### src/rtl/rst_pkg.sv
// Shared definitions for the reset sequencer.
//   state_t / ST_*   : sequencer state encoding (HOLD, DEBOUNCE, RELEASE, RUN, SOFT)
//   cause_t / CAUSE_*: reset-cause codes reported to the CPU status register
//   max3             : largest of three integers, used to size the shared counter
package rst_pkg;

  typedef logic [2:0] state_t;

  localparam state_t ST_HOLD     = 3'd0;
  localparam state_t ST_DEBOUNCE = 3'd1;
  localparam state_t ST_RELEASE  = 3'd2;
  localparam state_t ST_RUN      = 3'd3;
  localparam state_t ST_SOFT     = 3'd4;

  typedef logic [1:0] cause_t;

  localparam cause_t CAUSE_NONE = 2'b00;
  localparam cause_t CAUSE_PIN  = 2'b01;
  localparam cause_t CAUSE_SW   = 2'b10;
  localparam cause_t CAUSE_WDT  = 2'b11;

  function automatic int max3(input int a, input int b, input int c);
    int m;
    m = (a > b) ? a : b;
    return (m > c) ? m : c;
  endfunction

endpackage

### src/rtl/rst_seq_cntrl_if.sv
// Request/status bundle between the reset sequencer and the CPU side.
//   sw_rst_req  : one-cycle software reset request
//   wdt_expire  : one-cycle watchdog expiry pulse
//   cause_clr   : clear the recorded reset cause
//   reset_out   : sequenced active-high resets, bit 0 released first
//   ready       : all resets released
//   rst_cause   : cause of the last reset (rst_pkg CAUSE_* codes)
// master = requester (CPU / bench), slave = the sequencer.
interface rst_seq_cntrl_if #(
  parameter int NUM_OUT = 4
) ();
  logic               sw_rst_req;
  logic               wdt_expire;
  logic               cause_clr;
  logic [NUM_OUT-1:0] reset_out;
  logic               ready;
  logic [1:0]         rst_cause;

  modport master (
    output sw_rst_req, wdt_expire, cause_clr,
    input  reset_out, ready, rst_cause
  );

  modport slave (
    input  sw_rst_req, wdt_expire, cause_clr,
    output reset_out, ready, rst_cause
  );
endinterface

### src/rtl/rst_sync2.sv
// Two-flop reset-release synchroniser.
//   clock : destination clock
//   clr_n : asynchronous active-low clear (both flops)
//   d     : data in (tied high for reset release)
//   q     : synchronised output; falls immediately on clr_n, rises two edges after release
module rst_sync2 (
  input  logic clock,
  input  logic clr_n,
  input  logic d,
  output logic q
);
  logic meta;

  always_ff @(posedge clock or negedge clr_n) begin
    if (!clr_n) begin
      meta <= 1'b0;
      q    <= 1'b0;
    end else begin
      meta <= d;
      q    <= meta;
    end
  end
endmodule

### src/rtl/rst_seq_cntrl.sv
// Reset sequencer for the microprocessor top level.
// Asserts every reset output asynchronously from the board pin, then, after a
// debounce hold, releases them one at a time STAGE_GAP cycles apart. In RUN a
// software or watchdog request re-asserts all outputs for SW_PULSE cycles and
// replays the staged release. The cause of the last reset is recorded.
//   clock      : system clock
//   reset_in_n : asynchronous active-low board reset pin
//   bus        : slave side of rst_seq_cntrl_if (requests in, resets/ready/cause out)
module rst_seq_cntrl
  import rst_pkg::*;
#(
  parameter int NUM_OUT         = 4,
  parameter int DEBOUNCE_CYCLES = 16,
  parameter int STAGE_GAP       = 8,
  parameter int SW_PULSE        = 32
) (
  input  logic            clock,
  input  logic            reset_in_n,
  rst_seq_cntrl_if.slave  bus
);

  localparam int CNT_W = $clog2(max3(DEBOUNCE_CYCLES, STAGE_GAP, SW_PULSE) + 1);
  localparam int IDX_W = $clog2(NUM_OUT) + 1;

  // The HOLD-exit cycle already counts as the first synchronised-high cycle,
  // so DEBOUNCE finishes one count early (only reached when DEBOUNCE_CYCLES>=2).
  localparam logic [CNT_W-1:0] DEB_LAST = CNT_W'((DEBOUNCE_CYCLES >= 2) ? DEBOUNCE_CYCLES - 2 : 0);
  localparam logic [CNT_W-1:0] GAP_LAST = CNT_W'(STAGE_GAP - 1);
  localparam logic [CNT_W-1:0] SW_LAST  = CNT_W'(SW_PULSE - 1);
  localparam logic [IDX_W-1:0] IDX_LAST = IDX_W'(NUM_OUT - 1);

  logic               pin_sync;
  state_t             state;
  logic [CNT_W-1:0]   cnt;
  logic [IDX_W-1:0]   idx;
  logic [NUM_OUT-1:0] rout;
  logic               rdy;
  cause_t             cause;

  rst_sync2 u_sync (
    .clock (clock),
    .clr_n (reset_in_n),
    .d     (1'b1),
    .q     (pin_sync)
  );

  // Outputs released so far are always the low bits, so each release is a
  // left shift of the all-ones pattern.
  always_ff @(posedge clock or negedge reset_in_n) begin
    if (!reset_in_n) begin
      state <= ST_HOLD;
      cnt   <= '0;
      idx   <= '0;
      rout  <= '1;
      rdy   <= 1'b0;
      cause <= CAUSE_PIN;
    end else begin
      if (bus.cause_clr) cause <= CAUSE_NONE;
      case (state)
        ST_HOLD: begin
          if (pin_sync) begin
            cnt <= '0;
            idx <= '0;
            if (DEBOUNCE_CYCLES == 1) begin
              state <= ST_RELEASE;
              rout  <= rout << 1;
            end else begin
              state <= ST_DEBOUNCE;
            end
          end
        end
        ST_DEBOUNCE: begin
          if (cnt == DEB_LAST) begin
            state <= ST_RELEASE;
            cnt   <= '0;
            idx   <= '0;
            rout  <= rout << 1;
          end else begin
            cnt <= cnt + 1'b1;
          end
        end
        ST_RELEASE: begin
          if (idx == IDX_LAST) begin
            state <= ST_RUN;
            cnt   <= '0;
            rdy   <= 1'b1;
          end else if (cnt == GAP_LAST) begin
            cnt  <= '0;
            idx  <= idx + 1'b1;
            rout <= rout << 1;
          end else begin
            cnt <= cnt + 1'b1;
          end
        end
        ST_RUN: begin
          // Request cause overrides a simultaneous cause_clr; WDT beats SW.
          if (bus.sw_rst_req || bus.wdt_expire) begin
            state <= ST_SOFT;
            cnt   <= '0;
            rout  <= '1;
            rdy   <= 1'b0;
            cause <= bus.wdt_expire ? CAUSE_WDT : CAUSE_SW;
          end
        end
        ST_SOFT: begin
          if (cnt == SW_LAST) begin
            state <= ST_RELEASE;
            cnt   <= '0;
            idx   <= '0;
            rout  <= rout << 1;
          end else begin
            cnt <= cnt + 1'b1;
          end
        end
        default: begin
          state <= ST_HOLD;
          cnt   <= '0;
          idx   <= '0;
          rout  <= '1;
          rdy   <= 1'b0;
        end
      endcase
    end
  end

  assign bus.reset_out = rout;
  assign bus.ready     = rdy;
  assign bus.rst_cause = cause;

endmodule
### src/flat_wrapper.sv
// flat-port wrapper written by rule: the top's interface ports become plain ports
module rst_seq_cntrl_flat import rst_pkg::*;
#(
  parameter int NUM_OUT         = 4,
  parameter int DEBOUNCE_CYCLES = 16,
  parameter int STAGE_GAP       = 8,
  parameter int SW_PULSE        = 32
)
  (clock, reset_in_n, bus_sw_rst_req, bus_wdt_expire, bus_cause_clr, bus_reset_out, bus_ready, bus_rst_cause);
  rst_seq_cntrl_if #(.NUM_OUT(NUM_OUT)) bus_i ();
  input  logic clock;
  input  logic reset_in_n;
  input wire logic [$bits(bus_i.sw_rst_req)-1:0] bus_sw_rst_req;
  input wire logic [$bits(bus_i.wdt_expire)-1:0] bus_wdt_expire;
  input wire logic [$bits(bus_i.cause_clr)-1:0] bus_cause_clr;
  output wire logic [$bits(bus_i.reset_out)-1:0] bus_reset_out;
  output wire logic [$bits(bus_i.ready)-1:0] bus_ready;
  output wire logic [$bits(bus_i.rst_cause)-1:0] bus_rst_cause;
  assign bus_i.sw_rst_req = bus_sw_rst_req;
  assign bus_i.wdt_expire = bus_wdt_expire;
  assign bus_i.cause_clr = bus_cause_clr;
  assign bus_reset_out = bus_i.reset_out;
  assign bus_ready = bus_i.ready;
  assign bus_rst_cause = bus_i.rst_cause;
  rst_seq_cntrl #(.NUM_OUT(NUM_OUT), .DEBOUNCE_CYCLES(DEBOUNCE_CYCLES), .STAGE_GAP(STAGE_GAP), .SW_PULSE(SW_PULSE)) u_core (.clock(clock), .reset_in_n(reset_in_n), .bus(bus_i));
endmodule
### config.mk
export PLATFORM = sky130hd
export DESIGN_NAME = rst_seq_cntrl_flat
export DESIGN_NICKNAME = d
export VERILOG_FILES = /design/src/rtl/rst_pkg.sv /design/src/rtl/rst_seq_cntrl_if.sv /design/src/rtl/rst_sync2.sv /design/src/rtl/rst_seq_cntrl.sv /design/src/flat_wrapper.sv
export SDC_FILE = /design/constraint.sdc
export NUM_CORES = 1
export LEC_CHECK = 0
export ABC_AREA = 0
export CAP_MARGIN = 20
export CORE_ASPECT_RATIO = 0.7
export CORE_UTILIZATION = 33
export CTS_BUF_LIST = sky130_fd_sc_hd__clkbuf_8
export DETAILED_ROUTE_END_ITERATION = 12
export SYNTH_ARGS = -nofsm -noshare
export SYNTH_HDL_FRONTEND = slang
export SYNTH_HIERARCHICAL = 1
export SYNTH_SLANG_ARGS = --single-unit
### constraint.sdc
create_clock -name clock -period 2.6 [get_ports clock]
set_input_delay 0.26 -clock clock [delete_from_list [all_inputs] [get_ports clock]]
set_output_delay 0.26 -clock clock [all_outputs]
set_load 0.01 [all_outputs]
==> results.json, run 1 <==
{
  "clockRootBuffer": "clkbuf_8",
  "maxCapViolations": 0,
  "syn_nets": 139,
  "hpwl_mm": 2.17,
  "worstSetupStartpointType": "flop",
  "antenna_found_initial": 0,
  "yosys_warnings": 6,
  "synth_edf_count": 0,
  "gp_congestion": 0.906,
  "cts_sinks": 21,
  "critPathCaptureType": "flop",
  "post_route_cells_drive_above_1_share": 0.180,
  "firstDrtPassIters": 4,
  "drtIter0Drc": 45,
  "final_hold_viol_count": 0,
  "ant_nets": 0,
  "hold_slack_ns": 0.342,
  "ys_seq_area_frac": 0.396,
  "grt_first_pass_wirelength_mm": 5.22,
  "cts_resized": 0,
  "setup.worst_path.class": "flop to flop",
  "cts-buffers-inserted": 3,
  "ctsHoldBuffers": 0,
  "synth_flop_cell": "dfrtp_1",
  "ys_seq_elements": 21,
  "cts_setup_buffers": 0,
  "grt_overflow": 0,
  "final_nets": 149,
  "powerDensity_nw_per_um2": 365,
  "die_width_um": 78.2,
  "finalWirelength_mm": 2.84,
  "grt_use_total": 0.152,
  "post_synth.cell_area_avg_um2": 10.3,
  "cp_max_fo": 9,
  "ctsHtreeMaxLevel": 1,
  "grt_start_max_net_pins": 22,
  "layout_min_cycle_time_ns": 2.20,
  "routed_via_density": 5.32,
  "clock.fmax_mhz": 454,
  "slowest_stage": "nor4_4",
  "cts_tree": "built",
  "finalSetupViolations": 0,
  "grt_pass1_vias": 1054,
  "seq_power_share": 0.596,
  "rsz0062_at_grt": "false",
  "vias": 1006,
  "critPathMaxStageDelay_ns": 0.44,
  "syn_to_final_growth_pct": 12.7,
  "combPwrFrac": 0.031,
  "clk_pin_slew_ns": 0.08,
  "peakVddDrop_uv": 216,
  "slew_violations": 0,
  "row_count": 18,
  "period_share": 0.847,
  "portBuffers": 11,
  "clk_latency_ns": 0.26,
  "worstPathRequired_ns": 2.74,
  "finalSetupTns_ns": 0,
  "cp_cell_sequence": "ha_1, nand3_1, o21a_1, nor4_4, mux2_1",
  "min_path_type": "primary input to asynchronous set/reset pin",
  "n_antenna_cell": 0,
  "initial_core_util": 0.363,
  "die_h_um": 55.4,
  "p_leak_uw": 0.000578,
  "wire_per_inst_um": 15.0,
  "finClkSkew_ns": 0.00651,
  "synth_cell_types": 50,
  "core_um2": 3690,
  "clock_path_buffers": 2,
  "p_sw_uw": 110,
  "drc": 0,
  "cp.arrival_ns": 2.35,
  "synthArstFlopShare": 1.00,
  "die_area_um2": 4330,
  "syn_inst": 130,
  "pin_count": 12,
  "intPower_uw": 441,
  "switching_share": 0.200,
  "p_clk_frac": 0.373,
  "status": "finished, final reports clean",
  "syn_area_um2": 1340
}
==> metal layers <==
metal,wire [um],GRT usage,vias up
met5,0,0,-
met4,14,0.0238,0
met3,114,0.0397,2
met2,1320,0.244,22
met1,1390,0.208,494
li1,-,-,488
==> layout by cell type, fill, tap and decap left out, drive strengths merged, types with 2 or more instances in the layout <==
| cell | count |
|---|---|
| nand3 | 4 |
| inv | 10 |
| or3b | 2 |
| clkdlybuf4s50 | 11 |
| dfstp | 5 |
| mux2 | 4 |
| a21oi | 7 |
| nor3b | 2 |
| nor4 | 3 |
| nand4 | 2 |
| o21ai | 5 |
| o21a | 3 |
| dfrtp | 16 |
| nand2 | 10 |
| ha | 4 |
| mux2i | 3 |
| or2 | 2 |
| o311ai | 5 |
| nor3 | 3 |
| nor2 | 14 |
| clkbuf | 3 |
| o41ai | 2 |
==> path summary, 6_finish.rpt <==
path	endpoint	slack, ns	cells after the start	startpoint
min reg2reg	u_core/u_sync/q$_DFF_PN0_	0.35	0	u_core/u_sync/meta$_DFF_PN0_
max in group asynchronous	u_core/bus.reset_out[3]$_DFFE_PN1P_	1.98	2	reset_in_n
max reg2reg	u_core/idx[1]$_DFFE_PN0P_	0.40	5	u_core/cnt[1]$_DFFE_PN0P_
min in group clock	u_core/u_sync/q$_DFF_PN0_	0.35	0	u_core/u_sync/meta$_DFF_PN0_
max	u_core/idx[1]$_DFFE_PN0P_	0.40	5	u_core/cnt[1]$_DFFE_PN0P_
min	u_core/cnt[4]$_DFFE_PN0P_	0.34	2	reset_in_n
==> cell usage after synthesis, types with 3 or more instances <==
library cell / count / area, um^2
dfrtp_1: 16 / 400
inv_1: 9 / 33.8
o311ai_1: 3 / 26.3
nor2_1: 13 / 48.8
ha_1: 4 / 50.1
mux2i_1: 3 / 30.0
buf_6: 3 / 33.8
dfstp_2: 5 / 131
nand2_1: 10 / 37.5
mux2_1: 4 / 45.0
o21a_1: 3 / 22.5
a21oi_1: 6 / 30.0
o21ai_0: 3 / 15.0
nand3_1: 4 / 20.0
==> critical path: cells and delay by family (launching register included) <==
| kind | cells | cell delay (ns) |
|---|---|---|
| and+or+nand+nor | 2 | 0.60 |
| AOI/OAI and AO/OA | 1 | 0.37 |
| muxes | 1 | 0.37 |
| DFF | 1 | 0.40 |
| adders and majority gates | 1 | 0.35 |
==> metrics by stage <==
step / std cells / total power, uW / utilization / instance area, um^2 / setup WS (ns)
global placement: 185 / 352 / 0.397 / 1470 / 0.562
finish: 189 / 552 / 0.410 / 1510 / 0.397
CTS: 189 / 566 / 0.410 / 1510 / 0.400
global route: 189 / 583 / 0.410 / 1510 / 0.255
detailed placement: 185 / 352 / 0.397 / 1470 / 0.412
floorplan: 130 / 338 / - / 1340 / 0.698
==> kinds of logic (layout without fill, tap and decap cells) <==
| family | Yosys count | in the layout | synth area share |
|---|---|---|---|
| AOI/OAI and AO/OA | 32 | 32 | 0.203 |
| muxes | 7 | 7 | 0.0559 |
| adders and majority gates | 4 | 4 | 0.0373 |
| and+or+nand+nor | 48 | 48 | 0.232 |
| DFF | 21 | 21 | 0.396 |
| xor gates and xnor gates | 1 | 1 | 0.00652 |
| buffers and inverters | 16 | 25 | 0.0662 |
| other | 1 | 1 | 0.00279 |
==> flip-flops by register name, indices dropped and copies added, names as in the netlist <==
signal / cells
u_core/bus.ready: 1
u_core/bus.reset_out: 4
u_core/bus.rst_cause: 2
u_core/cnt: 6
u_core/idx: 3
u_core/state: 3
u_core/u_sync/meta: 1
u_core/u_sync/q: 1
==> power groups by stage <==
stage          logic, uW  clock network (uW)  registers (uW)
3_3_place_gp        17.2                   0             335
6_report            17.0                 206             329
5_1_grt             19.7                 234             329
3_5_place_dp        17.3                   0             335
4_1_cts             17.4                 220             329
2_1_floorplan       2.79                   0             335
==> cell type report <==
class                           instances  area (um^2)
Clock inverter                          1         3.75
Multi-Input combinational cell         93          722
Clock buffer                            3         41.3
Inverter                                9         33.8
Timing Repair Buffer                   12          118
Fill cell                             384         2180
Tap cell                               50         62.6
Sequential cell                        21          532
Note: power is estimated with default switching activity, not from simulation.
==> run 2, diff against run 1 <==
Clock period 2.6 ns to 2.08 ns, I/O delays scaled along.
==> results.json, run 2 (same netlist as run 1, synthesis figures left out) <==
{
  "status": "finished, final reports clean",
  "layout_min_cycle_time_ns": 2.00,
  "grt_start_max_net_pins": 22,
  "antenna_found_initial": 0,
  "clock.fmax_mhz": 500,
  "post_route_cells_drive_above_1_share": 0.230,
  "slew_violations": 0,
  "grt_overflow": 0,
  "clock_path_buffers": 2,
  "final_hold_viol_count": 0,
  "cts-buffers-inserted": 3,
  "routed_via_density": 5.35,
  "p_leak_uw": 0.000625,
  "drc": 0,
  "finClkSkew_ns": 0.00454,
  "clockRootBuffer": "clkbuf_8",
  "die_width_um": 78.2,
  "core_um2": 3690,
  "ant_nets": 0,
  "largest_reg_flops": 6,
  "period_share": 0.961,
  "wire_per_inst_um": 15.1,
  "grt_use_total": 0.147,
  "rsz0062_at_grt": "false",
  "ctsHoldBuffers": 0,
  "vias": 1060,
  "setup.worst_path.class": "flop to flop",
  "worstSetupStartpointType": "flop",
  "n_antenna_cell": 0,
  "placed_area_um2": 1510,
  "final_cell_mix": "dfrtp_1 (16), nor2_1 (13), clkdlybuf4s50_1 (11)",
  "ctsHtreeMaxLevel": 1,
  "syn_to_final_growth_pct": 17.7,
  "max_flop_register": "u_core/cnt",
  "design_area_um2": 1580,
  "finalWirelength_mm": 2.98,
  "worstPathRequired_ns": 2.26,
  "peakVddDrop_uv": 272,
  "powerDensity_nw_per_um2": 446,
  "finalSetupTns_ns": 0,
  "cts_tree": "built",
  "row_count": 18,
  "portBuffers": 11,
  "mostFrequentLayoutCell": "dfrtp_1",
  "drtIter0Drc": 47,
  "cp_max_fo": 12,
  "cts_sinks": 21,
  "maxCapViolations": 0,
  "final_nets": 158,
  "cp.arrival_ns": 2.18,
  "grt_pass1_vias": 1034,
  "die_area_um2": 4330,
  "grt_first_pass_wirelength_mm": 5.03,
  "die_h_um": 55.4,
  "min_path_type": "primary input to asynchronous set/reset pin",
  "critPathCaptureType": "flop",
  "pin_count": 12,
  "clk_pin_slew_ns": 0.08,
  "initial_core_util": 0.363,
  "clk_latency_ns": 0.26,
  "gp_congestion": 0.900,
  "firstDrtPassIters": 4,
  "hpwl_mm": 2.19,
  "finalSetupViolations": 0
}
run 2: cell types whose count changed in the layout (fill, tap and decap cells not counted), sizes merged:
| cell | change |
|---|---|
| buf | +9 |
run 2: per-stage QoR:
step                hold WS, ns  total power (uW)   util  worst slack [ns]  instances
floorplan               -0.0876               422      -             0.178        130
global placement          0.334               440  0.410             0.112        191
detailed placement        0.335               441  0.410            0.0819        191
CTS                       0.290               715  0.422            0.0678        195
global route              0.289               737  0.428           0.00498        198
finish                    0.286               705  0.428            0.0813        198
run 2: what timing repair did:
| action | 4_1_cts | 5_1_grt |
|---|---|---|
| gates resized for setup | 0 | 0 |
| buffers inserted | 0 | 3 |
| setup endpoints to repair | 0 | 3 |
run 2: where the power goes:
group	switching (uW)	total, uW	leakage (uW)	internal, uW
Combinational	11.8	21.6	0.000343	9.79
Sequential	0.696	411	0.000256	410
Clock	140	272	0.0000269	132
run 2: path summary, 6_finish.rpt:
check	from	endpoint	slack (ns)	depth (start not counted)
max	u_core/state[0]$_DFFE_PN0P_	u_core/cnt[3]$_DFFE_PN0P_	0.08	4
min	reset_in_n	u_core/cnt[2]$_DFFE_PN0P_	0.29	2
max reg2reg	u_core/state[0]$_DFFE_PN0P_	u_core/cnt[3]$_DFFE_PN0P_	0.08	4
min reg2reg	u_core/u_sync/meta$_DFF_PN0_	u_core/u_sync/q$_DFF_PN0_	0.35	0
max in group asynchronous	reset_in_n	u_core/bus.reset_out[3]$_DFFE_PN1P_	1.51	2
min in group clock	u_core/u_sync/meta$_DFF_PN0_	u_core/u_sync/q$_DFF_PN0_	0.35	0
run 2: worst max-delay path: stages, from the launching register on:
cell	delay (ns)
dfrtp_1	0.51
or3b_1	0.59
a311oi_2	0.49
nor3_2	0.14
o221ai_1	0.19
run 2: area by class of cell:
cell class	instances	area, um^2
inverters	9	33.8
flip-flops and latches	21	532
clock buffers	3	41.3
well taps	50	62.6
multi-input cells	93	722
clock inverters	1	3.75
repair buffers	21	185
fillers	381	2110
run 2: per-layer routing:
layer / global-route usage / routed length (um) / up-vias
met1: 0.206 / 1460 / 525
li1: - / - / 509
met3: 0.0397 / 143 / 2
met5: 0 / 0 / -
met4: 0.0238 / 8 / 0
met2: 0.229 / 1370 / 24
==> run 3, diff against run 2 <==
--- a/config.mk
+++ b/config.mk
@@ -13,2 +13,3 @@
 export DETAILED_ROUTE_END_ITERATION = 12
+export GPL_ROUTABILITY_DRIVEN = 0
 export SYNTH_ARGS = -nofsm -noshare
--- a/constraint.sdc
+++ b/constraint.sdc
@@ -3,2 +3,2 @@
 set_output_delay 0.208 -clock clock [all_outputs]
-set_load 0.01 [all_outputs]
+set_load 0.02 [all_outputs]
==> results of run 3 <==
The final DEF is identical to that of run 2; final timing and power are the same.
